### config.mk
export PLATFORM = sky130hd
export DESIGN_NAME = screen_scheduler
export DESIGN_NICKNAME = d
export VERILOG_FILES = /design/src/rtl/screen_pkg.sv /design/src/rtl/screen_scheduler_holdoff_timer.sv /design/src/rtl/screen_scheduler.sv
export SDC_FILE = /design/constraint.sdc
export NUM_CORES = 1
export LEC_CHECK = 0
export BUFFER_PORTS_ARGS = -buffer_cell sky130_fd_sc_hd__buf_2
export CAP_MARGIN = 5
export CORE_MARGIN = 4
export CORE_UTILIZATION = 40
export CTS_BUF_LIST = sky130_fd_sc_hd__clkbuf_2 sky130_fd_sc_hd__clkbuf_4 sky130_fd_sc_hd__clkbuf_8
export CTS_CLUSTER_DIAMETER = 100
export DETAILED_ROUTE_END_ITERATION = 6
export GPL_TIMING_DRIVEN = 0
export PLACE_DENSITY = 0.59
export SLEW_MARGIN = 20
export SYNTH_ARGS = -nofsm -noshare
export SYNTH_HDL_FRONTEND = slang
export SYNTH_SLANG_ARGS = --single-unit
### constraint.sdc
create_clock -name clk_1MHz -period 3.2 [get_ports clk_1MHz]
set_input_delay 0 -clock clk_1MHz [delete_from_list [all_inputs] [get_ports clk_1MHz]]
set_output_delay 0 -clock clk_1MHz [all_outputs]
set_load 0.005 [all_outputs]
### src/rtl/screen_pkg.sv
// Shared screen and scheduler encodings for the LCD screen scheduler.
package screen_pkg;
  typedef enum logic [1:0] {
    CUBE   = 2'b00,
    COLOUR = 2'b01,
    CALIB  = 2'b10,
    BLANK  = 2'b11
  } screen_t;

  typedef enum logic [1:0] {
    BOOT    = 2'b00,
    RUN     = 2'b01,
    PENDING = 2'b10,
    SETTLE  = 2'b11
  } sched_state_t;

  localparam int SCR_DEFAULT_HOLDOFF = 200000;
endpackage

### src/rtl/screen_scheduler_holdoff_timer.sv
// Saturating down-counter that keeps touches blocked for a minimum time after a switch.
module holdoff_timer #(
  parameter int HOLDOFF_CYCLES = 200000
) (
  input  logic clk_1MHz,
  input  logic rst_n,
  input  logic load,
  output logic zero
);
  localparam int CW = (HOLDOFF_CYCLES > 0) ? $clog2(HOLDOFF_CYCLES + 1) : 1;

  logic [CW-1:0] cnt_q;

  always_ff @(posedge clk_1MHz) begin
    if (!rst_n)              cnt_q <= '0;
    else if (load)           cnt_q <= CW'(HOLDOFF_CYCLES);
    else if (cnt_q != '0)    cnt_q <= cnt_q - 1'b1;
  end

  assign zero = (cnt_q == '0);
endmodule

### src/rtl/screen_scheduler.sv
// Chooses the screen feeding the LCD and gates touch events; switches land on frame boundaries.
module screen_scheduler
  import screen_pkg::*;
#(
  parameter int HOLDOFF_CYCLES = SCR_DEFAULT_HOLDOFF,
  parameter bit CALIB_ON_RESET = 1'b1
) (
  input  logic       clk_1MHz,
  input  logic       rst_n,
  input  logic       frame_done,
  input  logic       touch_valid,
  input  logic       req_calib,
  input  logic       calib_done,
  input  logic       req_colour,
  input  logic       colour_done,
  output logic [1:0] screen_sel,
  output logic       cube_active,
  output logic       colour_active,
  output logic       calib_active,
  output logic       touch_cube,
  output logic       touch_colour,
  output logic       touch_calib,
  output logic       busy
);
  sched_state_t state_q, state_d;
  screen_t      scr_q, scr_d, target_q, target_d;
  logic         req_calib_q, calib_rise;
  logic         latch_q, latch_d;   // calibration request seen while settling
  logic         seen_q, seen_d;     // frame_done seen while settling
  logic         load, hold_zero;

  assign calib_rise = req_calib & ~req_calib_q;

  holdoff_timer #(.HOLDOFF_CYCLES(HOLDOFF_CYCLES)) u_holdoff (
    .clk_1MHz (clk_1MHz),
    .rst_n    (rst_n),
    .load     (load),
    .zero     (hold_zero)
  );

  always_comb begin
    state_d  = state_q;
    target_d = target_q;
    scr_d    = scr_q;
    latch_d  = latch_q;
    seen_d   = seen_q;
    load     = 1'b0;
    case (state_q)
      BOOT: begin
        target_d = CALIB_ON_RESET ? CALIB : CUBE;
        latch_d  = 1'b0;
        seen_d   = 1'b0;
        state_d  = PENDING;
      end
      RUN: begin
        if (calib_rise && scr_q != CALIB) begin
          target_d = CALIB;
          state_d  = PENDING;
        end else if (calib_done && scr_q == CALIB) begin
          target_d = CUBE;
          state_d  = PENDING;
        end else if (colour_done && scr_q == COLOUR) begin
          target_d = CUBE;
          state_d  = PENDING;
        end else if (req_colour && scr_q == CUBE) begin
          target_d = COLOUR;
          state_d  = PENDING;
        end
      end
      PENDING: begin
        if (calib_rise) target_d = CALIB;
        if (frame_done) begin
          scr_d   = calib_rise ? CALIB : target_q;
          load    = 1'b1;
          seen_d  = 1'b0;
          latch_d = 1'b0;
          state_d = SETTLE;
        end
      end
      default: begin // SETTLE
        if (frame_done) seen_d = 1'b1;
        if (calib_rise) latch_d = 1'b1;
        if ((seen_q || frame_done) && hold_zero) begin
          seen_d  = 1'b0;
          latch_d = 1'b0;
          if ((latch_q || calib_rise) && scr_q != CALIB) begin
            target_d = CALIB;
            state_d  = PENDING;
          end else begin
            state_d  = RUN;
          end
        end
      end
    endcase
  end

  always_ff @(posedge clk_1MHz) begin
    if (!rst_n) begin
      state_q       <= BOOT;
      target_q      <= CUBE;
      scr_q         <= BLANK;
      latch_q       <= 1'b0;
      seen_q        <= 1'b0;
      req_calib_q   <= 1'b0;
      cube_active   <= 1'b0;
      colour_active <= 1'b0;
      calib_active  <= 1'b0;
      touch_cube    <= 1'b0;
      touch_colour  <= 1'b0;
      touch_calib   <= 1'b0;
      busy          <= 1'b1;
    end else begin
      state_q       <= state_d;
      target_q      <= target_d;
      scr_q         <= scr_d;
      latch_q       <= latch_d;
      seen_q        <= seen_d;
      req_calib_q   <= req_calib;
      cube_active   <= (scr_d == CUBE);
      colour_active <= (scr_d == COLOUR);
      calib_active  <= (scr_d == CALIB);
      // Routed by the screen live this cycle, even if a switch starts now.
      touch_cube    <= (state_q == RUN) && touch_valid && (scr_q == CUBE);
      touch_colour  <= (state_q == RUN) && touch_valid && (scr_q == COLOUR);
      touch_calib   <= (state_q == RUN) && touch_valid && (scr_q == CALIB);
      busy          <= (state_d != RUN);
    end
  end

  assign screen_sel = scr_q;
endmodule

==> results.yml, run 1 <==
synth:
  syn_nets: 205
  ys_types: 44
  synthTopCellsByCount: "dfxtp_1, nor2_1, nand2_1"
  yosysWarnings: 0
  synthFlopType: "dfxtp_1"
  synth-seq-cells: 34
  yosys-top-cells-area: "dfxtp_1, nor2_1, xor2_1"
  synthArstFlopShare: 0
  synth_most_common_cell: "dfxtp_1"
  synth_top_area_cell: "dfxtp_1"
  synth_top_area_frac: 0.410
  synthesis.area_um2: 1660
  synthCells: 192
  synth_edf_count: 0
  synth_seq_area_share: 0.410
  syn_area_per_cell_um2: 8.64
global_routing:
  top_usage_layer: "met2"
  grt_util_met2: 0.253
  grt_usage: 0.160
  grt_start_max_net_pins: 13
  gr-total-overflow: 0
  met3_usage: 0.0485
  grt_pass1_wl_um: 6620
  met1_usage: 0.197
  antenna_found_initial: 0
  grt_pass1_vias: 1527
sta:
  fin_crit_ns: 2.53
  min_period_over_period: 0.791
  tns_ns: 0
  slew_viol_final: 0
  final_hold_viol_count: 0
  relSlewSlack: 0.445
  max_slew.worst_pin.slew_ns: 0.826
  finClkSkew_ns: 0.00463
  fmax_ghz: 0.395
  setup_viol: 0
  rsz0062_at_grt: "no"
layout:
  fin_area_um2: 1930
  drive_above_1_share: 0.147
  regArea_um2: 681
  num_antenna_cells: 0
  synthToLayoutAreaGrowth_pct: 16.1
  fillCellCount: 385
  nets: 229
  multi_input_area_um2: 930
setup_path:
  path_class: "reg -> reg"
  end_kind: "register"
  required_ns: 3.39
  r2r_end: "seen_q"
  r2r_setup_slack_ns: 0.67
  worstPathArrival_ns: 2.72
  start_kind: "register"
  critPathMaxFanout: 10
  crit_start: "u_holdoff.cnt_q[0]"
  r2r_cells: 8
  reg2reg_from: "u_holdoff.cnt_q[0]"
pwr:
  pwr-share-clk: 0.231
  powerDensity_nw_per_um2: 888
  peakVddDrop_mv: 0.326
  p_comb_frac: 0.410
  p_sw_frac: 0.392
  internal_power_mw: 1.04
  p_sw_mw: 0.671
  leakage_nw: 0.756
  seqPwrFrac: 0.359
clock_network:
  clock-root-buffer: "clkbuf_8"
  cts_num_sinks: 34
  cts_resized: 0
  cts_tree: "built"
  cts_buffers: 5
  cts_hold_buf: 1
  post_cts_buffers: 0
  clkTransAtPathRegs_ns: 0.07
  clk_path_buf_depth: 2
  htreeDepth: 2
  clk_latency_ns: 0.29
routing:
  wl_per_cell_um: 14.2
  dr.pass1.iters: 4
  ant_nets: 0
  viasPerCell: 5.50
  wl_um: 3780
  via_count: 1469
  drc_errors: 0
  drt-initial-drc-count: 123
place:
  port-buffer-count: 16
  gp_congestion: 0.809
  placed_area_um2: 1800
  post-dp-hpwl_um: 2820
die:
  fp.coreArea_um2: 4000
  rows: 23
  ios: 17
  start_util: 0.415
  die_y_um: 72.4
  die_w_um: 72.4
  design.die.area_um2: 5240
worst_hold_path:
  min_path_type: "in -> reg"
  hold_start: "touch_valid"
  hold_end: "touch_calib"
  min_path_cells: 3
run:
  cap_violations: 0
status:
  status: "completed"
[power by group through the flow]
stage	logic, mW	registers [mW]	clock network (mW)
5_1_grt	0.802	0.629	0.424
2_1_floorplan	0.553	0.599	0
3_5_place_dp	0.693	0.620	0
4_1_cts	0.701	0.612	0.403
6_report	0.701	0.614	0.395
3_3_place_gp	0.672	0.613	0
[flip-flops by register name, indices dropped and copies added (netlist names)]
register,flops
seen_q,1
busy,1
cube_active,1
state_q,2
req_calib_q,1
touch_colour,1
target_q,2
touch_cube,1
latch_q,1
touch_calib,1
u_holdoff.cnt_q,18
colour_active,1
calib_active,1
screen_sel,2
[per-layer routing]
| metal | routed length (um) | up-vias |
|---|---|---|
| li1 | - | 732 |
| met1 | 1770 | 708 |
| met2 | 1780 | 21 |
| met3 | 143 | 8 |
| met4 | 85 | 0 |
| met5 | 0 | - |
[area by class of cell]
class | instances | area share
Timing Repair Buffer | 17 | 0.0468
Buffer | 6 | 0.0117
Clock buffer | 5 | 0.0357
Inverter | 7 | 0.0136
Multi-Input combinational cell | 145 | 0.483
Tap cell | 50 | 0.0325
Clock inverter | 3 | 0.0234
Sequential cell | 34 | 0.353
[worst max-delay path by stage]
stage / endpoint / slack, ns / cells past startpoint
6_report: seen_q / 0.67 / 8
5_1_grt: seen_q / 0.41 / 8
4_1_cts: seen_q / 0.70 / 8
3_5_place_dp: seen_q / 0.71 / 8
3_3_place_gp: seen_q / 0.81 / 8
2_1_floorplan: busy / 0.97 / 7
[cells by family after synthesis]
| logic type | Yosys count | share of synthesized area |
|---|---|---|
| multiplexers | 4 | 0.0241 |
| adder cells (fa/ha/maj) | 5 | 0.0377 |
| AO/OA/AOI/OAI | 43 | 0.172 |
| flip-flops | 34 | 0.410 |
| XOR/XNOR | 11 | 0.0581 |
| AND/OR/NAND/NOR | 82 | 0.268 |
| buffers and inverters | 13 | 0.0294 |
[metrics by stage]
step	std cells	hold slack, ns	worst slack [ns]	utilization	total power [mW]
6_report	267	0.0215	0.670	0.481	1.71
5_1_grt	267	0.0267	0.412	0.481	1.85
4_1_cts	267	0.0125	0.696	0.481	1.72
3_5_place_dp	258	0.240	0.712	0.450	1.31
3_3_place_gp	258	0.226	0.807	0.450	1.28
2_1_floorplan	192	0.122	0.969	-	1.15
[layout by cell type (no fill, tap or decap), drive strengths merged, types with 3 or more instances in the layout]
cell type,synthesis,layout
nor2b,4,4
mux2i,4,4
inv,7,7
a21oi,11,11
nor2,24,24
nand3b,3,3
nand3,5,5
or4,5,5
ha,5,5
nor4,3,3
clkbuf,6,11
nand2b,3,3
nor3,5,5
o21ai,9,9
buf,0,16
o31ai,4,4
xor2,9,9
nand2,13,13
dfxtp,34,34
[worst max-delay path, stage by stage (launching register included)]
cell      delay (ns)
dfxtp_1         0.33
inv_1           0.09
ha_1            0.21
or3b_2          0.50
or2_1           0.28
clkbuf_1        0.23
o311ai_0        0.44
a21boi_0        0.15
o21a_1          0.20
Note: power is estimated with default switching activity, not from simulation.
==> inputs of run 2 (changes only) <==
--- a/config.mk
+++ b/config.mk
@@ -5,6 +5,7 @@
 export SDC_FILE = /design/constraint.sdc
 export NUM_CORES = 1
 export LEC_CHECK = 0
+export ABC_AREA = 1
 export BUFFER_PORTS_ARGS = -buffer_cell sky130_fd_sc_hd__buf_2
 export CAP_MARGIN = 5
 export CORE_MARGIN = 4
==> constraint.sdc (replaced) <==
create_clock -name clk_1MHz -period 2.35 [get_ports clk_1MHz]
set_input_delay 0 -clock clk_1MHz [delete_from_list [all_inputs] [get_ports clk_1MHz]]
set_output_delay 0 -clock clk_1MHz [all_outputs]
set_load 0.005 [all_outputs]
==> run 2 against run 1 <==
Effect of this change: cell area rose by 5.5%; setup slack got worse by 0.20 ns; critical path type unchanged; hold slack improved by 0.0092 ns; register-to-register slack got worse by 0.20 ns.
==> results.yml, run 2 <==
routing:
  dr_wl_met2_um: 1700
  ant_nets: 0
  dr.pass1.iters: 4
  met3_length_um: 110
  wl_um: 3660
  drt-initial-drc-count: 71
  via_count: 1532
  wl_met1_um: 1770
  viasPerCell: 4.91
  drc_errors: 0
  top_layer_used: "met4"
  wl_per_cell_um: 11.7
clock_network:
  cts_buffers: 5
  cts_num_sinks: 34
  htreeDepth: 2
  clk_path_buf_depth: 2
  clkTransAtPathRegs_ns: 0.07
  cts_hold_buf: 3
  cts_tree: "built"
  post_cts_buffers: 0
  clock-root-buffer: "clkbuf_8"
  cts_resized: 0
  clk_latency_ns: 0.29
layout:
  final_common_cell: "nand2_1"
  num_antenna_cells: 0
  largest_register_ffs: 18
  nets: 274
  fillCellCount: 441
  fin_area_um2: 2030
  fin_cells: 312
  drive_above_1_share: 0.176
  final_cell_mix: "nand2_1, dfxtp_1, nor2_1"
  synthToLayoutAreaGrowth_pct: 14.9
  largest_register: "u_holdoff.cnt_q"
global_routing:
  grt_start_max_net_pins: 12
  grt_pass1_vias: 1532
  antenna_found_initial: 0
  gr-total-overflow: 0
  grt_pass1_wl_um: 6630
  grt_usage: 0.154
setup_path:
  worstPathArrival_ns: 2.10
  r2r_cells: 7
  cp.depth: 7
  crit_start: "state_q[0]"
  r2r_end: "u_holdoff.cnt_q[2]"
  crit_slowest_cell: "dfxtp_1"
  r2r_setup_slack_ns: 0.46
  crit_top_cell: "inv_1"
  path_class: "reg -> reg"
  worstSetupEndpoint: "u_holdoff.cnt_q[2]"
  start_kind: "register"
  critPathMaxFanout: 9
  cp_cell_sequence: "inv_1, ha_1, nand2_1, inv_1, nor2_1, inv_2, nor3_1"
  reg2reg_from: "state_q[0]"
  slowest_delay_ns: 0.36
  required_ns: 2.56
  crit_buf_inv: 3
  end_kind: "register"
  cp_top_family: "simple AND/OR/NAND/NOR gates"
run:
  cap_violations: 0
status:
  status: "completed"
synth:
  synthArstFlopShare: 0
  synth_most_common_cell: "nand2_1"
  synthFlopType: "dfxtp_1"
  yosysWarnings: 0
  synthCells: 236
  synth-adder-area-share: 0.0354
  synthesis.area_um2: 1770
  synth_edf_count: 0
  synth-compound-area-share: 0.110
  synth_top_area_cell: "dfxtp_1"
  syn_nets: 249
  synth_simple_gate_area_frac: 0.356
  synth-xor-area-share: 0.0347
  yosys-top-cells-area: "dfxtp_1, nand2_1, nor2_1"
  ys_types: 33
  synth_top_area_frac: 0.385
  synth_top_family_by_area: "simple AND/OR/NAND/NOR gates"
  synth_seq_area_share: 0.385
  synthTopCellsByCount: "nand2_1, dfxtp_1, nor2_1"
  synth-seq-cells: 34
  muxShareOfSynthArea: 0
  syn_area_per_cell_um2: 7.50
sta:
  min_period_over_period: 0.802
  tns_ns: 0
  setup_slack_ns: 0.465
  max_slew.worst_pin.slew_ns: 0.327
  fmax_ghz: 0.530
  fin_crit_ns: 1.89
  slew_viol_final: 0
  setup_viol: 0
  finClkSkew_ns: 0.00675
  final_hold_viol_count: 0
  rsz0062_at_grt: "no"
  relSlewSlack: 0.781
die:
  ios: 17
  rows: 23
  fp.coreArea_um2: 4140
  die_y_um: 74.5
  design.die.area_um2: 5550
  die_w_um: 74.5
  start_util: 0.427
place:
  port-buffer-count: 15
  post-dp-hpwl_um: 2710
  placed_area_um2: 1910
  gp_congestion: 0.801
  place_ws_ns: 0.433
  dp_cells: 301
pwr:
  peakVddDrop_mv: 0.414
  leakage_nw: 0.936
  powerDensity_nw_per_um2: 1290
worst_hold_path:
  min_path_type: "in -> reg"
run 2: cell count changes after synthesis, sizes merged, moves of 6 or more:
cell    change
nand2      +33
inv        +20
nand3      +14
nor2       +17
xor2        -8
a21oi      +11
clkbuf      -6
run 2: per-layer routing:
layer	up-vias	global-route usage
met5	-	0
met3	8	0.0378
met1	687	0.192
li1	817	-
met2	20	0.252
met4	0	0.0672
run 2: tightest hold or removal path, stage by stage:
cell     delay, ns
buf_2         0.09
nand3_1       0.12
nor2_1        0.05
run 2: logic make-up (layout without fill, tap and decap cells):
group           count (synthesis)  in the layout
flops                          34             34
compound gates                 36             36
fa+ha+maj                       5              5
xor+xnor                        7              7
buf+inv                        31             57
simple gates                  123            123
run 2: area by class of cell:
class / count / area, um2 / area share
multi-input combinational: 171 / 947 / 0.466
sequential: 34 / 681 / 0.335
inverter: 29 / 123 / 0.0603
timing repair buffer: 18 / 105 / 0.0517
clock buffer: 6 / 82.6 / 0.0406
tap: 50 / 62.6 / 0.0308
buffer: 2 / 18.8 / 0.00924
clock inverter: 2 / 12.5 / 0.00616
run 2: worst min path at each step:
stage	cells past startpoint	from	end	slack [ns]
finish	3	touch_valid	touch_calib	0.03
global route	3	touch_valid	touch_calib	0.04
CTS	3	touch_valid	touch_calib	0.02
detailed placement	3	req_calib	req_calib_q	0.20
global placement	3	req_calib	req_calib_q	0.20
floorplan	2	req_calib	req_calib_q	0.09
run 2: through the flow:
| stage | utilization | hold WS (ns) | total power, mW |
|---|---|---|---|
| 6_report | 0.490 | 0.0307 | 2.63 |
| 3_5_place_dp | 0.460 | 0.198 | 2.18 |
| 4_1_cts | 0.490 | 0.0228 | 2.66 |
| 5_1_grt | 0.490 | 0.0364 | 2.87 |
| 3_3_place_gp | 0.460 | 0.196 | 2.18 |
| 2_1_floorplan | - | 0.0935 | 1.98 |
run 2: power breakdown:
group / internal, mW / total (mW) / switching [mW]
combinational: 0.539 / 1.30 / 0.764
clock: 0.235 / 0.450 / 0.215
sequential: 0.726 / 0.875 / 0.149
total: 1.50 / 2.63 / 1.13
==> inputs of run 3 (changes only) <==
==> constraint.sdc (replaced) <==
create_clock -name clk_1MHz -period 1.9 [get_ports clk_1MHz]
set_input_delay 0 -clock clk_1MHz [delete_from_list [all_inputs] [get_ports clk_1MHz]]
set_output_delay 0 -clock clk_1MHz [all_outputs]
set_load 0.005 [all_outputs]
==> run 3 against run 2 <==
Effect of this change: setup slack lost 0.28 ns; hold slack worse by 0.00059 ns; core utilization up 0.12 points; register-to-register slack got worse by 0.28 ns; power increased by 24%; critical path type unchanged; final cell count stayed put; highest routed layer unchanged; largest power group unchanged; flip-flop and latch count did not move; wire length grew 0.14%.
==> results.yml, run 3 (synthesis results as in run 2) <==
status:
  status: "completed"
layout:
  fin_area_um2: 2040
  fillCellCount: 441
  final_cell_mix: "nand2_1, dfxtp_1, nor2_1"
  largest_register: "u_holdoff.cnt_q"
  synthToLayoutAreaGrowth_pct: 15.1
  drive_above_1_share: 0.183
  utilization: 0.492
  num_antenna_cells: 0
  largest_register_ffs: 18
  nets: 274
  final_common_cell: "nand2_1"
die:
  rows: 23
  design.die.area_um2: 5550
  fp.coreArea_um2: 4140
  ios: 17
  start_util: 0.427
  die_w_um: 74.5
  die_y_um: 74.5
setup_path:
  cp.depth: 7
  start_kind: "register"
  crit_slowest_cell: "dfxtp_1"
  r2r_setup_slack_ns: 0.19
  cp_cell_sequence: "inv_1, ha_1, nand2_2, inv_1, nor2_2, inv_2, nor3_1"
  crit_start: "state_q[0]"
  crit_top_cell: "inv_1"
  worstSetupEndpoint: "u_holdoff.cnt_q[2]"
  r2r_end: "u_holdoff.cnt_q[2]"
  cp_top_family: "simple AND/OR/NAND/NOR gates"
  reg2reg_from: "state_q[0]"
  crit_buf_inv: 3
  worstPathArrival_ns: 1.92
  end_kind: "register"
  required_ns: 2.11
  path_class: "reg -> reg"
  critPathMaxFanout: 9
  r2r_cells: 7
  slowest_delay_ns: 0.36
clock_network:
  clock-root-buffer: "clkbuf_8"
  htreeDepth: 2
  cts_tree: "built"
  cts_buffers: 5
  clk_latency_ns: 0.29
  cts_num_sinks: 34
  clkTransAtPathRegs_ns: 0.07
  clk_path_buf_depth: 2
global_routing:
  grt_usage: 0.154
  grt_pass1_vias: 1533
  grt_start_max_net_pins: 12
  gr-total-overflow: 0
  antenna_found_initial: 0
  grt_pass1_wl_um: 6630
sta:
  final_hold_viol_count: 0
  min_period_over_period: 0.900
  fin_crit_ns: 1.71
  slew_viol_final: 0
  fmax_ghz: 0.585
  relSlewSlack: 0.779
  setup_slack_ns: 0.189
  tns_ns: 0
  setup_viol: 0
  finClkSkew_ns: 0.00692
  max_slew.worst_pin.slew_ns: 0.330
  rsz0062_at_grt: "no"
routing:
  viasPerCell: 4.96
  wl_per_cell_um: 11.7
  ant_nets: 0
  wl_um: 3660
  dr.pass1.iters: 4
  via_count: 1546
  drt-initial-drc-count: 81
  drc_errors: 0
pwr:
  p_total_mw: 3.25
  peakVddDrop_mv: 0.512
  leakage_nw: 0.937
  powerDensity_nw_per_um2: 1600
place:
  post-dp-hpwl_um: 2710
  gp_congestion: 0.801
  port-buffer-count: 15
  placed_area_um2: 1910
  place_ws_ns: -0.0172
run:
  cap_violations: 0
worst_hold_path:
  min_path_type: "in -> reg"
[run 3: cell type report]
class	instances	area, um2	share of cell area
inverter	29	123	0.0602
clock buffer	6	82.6	0.0405
sequential	34	681	0.334
multi-input combinational	171	952	0.467
buffer	2	18.8	0.00921
timing repair buffer	18	105	0.0516
clock inverter	2	12.5	0.00614
tap	50	62.6	0.0307
[run 3: stage by stage]
stage	std cells	hold slack (ns)
6_report	312	0.0302
5_1_grt	312	0.0364
2_1_floorplan	236	0.0935
3_5_place_dp	301	0.198
3_3_place_gp	301	0.196
4_1_cts	312	0.0228
[run 3: timing repair]
action	4_1_cts	5_1_grt
gates resized for setup	1	1
setup endpoints to repair	2	2
pin swaps	0	0
hold buffers	3	0
endpoints found under the hold margin	5	0
buffers inserted	0	0
[run 3: worst min-delay path by stage]
stage          slack (ns)        start           to  depth (start not counted)
5_1_grt              0.04  touch_valid  touch_calib                          3
6_report             0.03  touch_valid  touch_calib                          3
4_1_cts              0.02  touch_valid  touch_calib                          3
3_3_place_gp         0.20    req_calib  req_calib_q                          3
3_5_place_dp         0.20    req_calib  req_calib_q                          3
2_1_floorplan        0.09    req_calib  req_calib_q                          2
[run 3: layer usage]
metal | global-route usage | up-vias | wire [um] | part of all wire
li1 | - | 820 | - | -
met1 | 0.188 | 690 | 1750 | 0.48
met2 | 0.253 | 26 | 1670 | 0.46
met3 | 0.0392 | 10 | 135 | 0.037
met4 | 0.0731 | 0 | 96 | 0.026
met5 | 0 | - | 0 | 0
[run 3: where the power goes]
group          total (mW)  switching, mW  internal (mW)
logic                1.61          0.945          0.667
clock network       0.558          0.267          0.291
registers            1.08          0.182          0.897
total                3.25           1.39           1.86
[run 3: worst register-to-register path, delay by kind of cell (launching register included)]
kind | cells | cell delay [ns]
adder cells (fa/ha/maj) | 1 | 0.29
AND/OR/NAND/NOR | 3 | 0.58
flip-flops | 1 | 0.36
buffers and inverters | 3 | 0.42
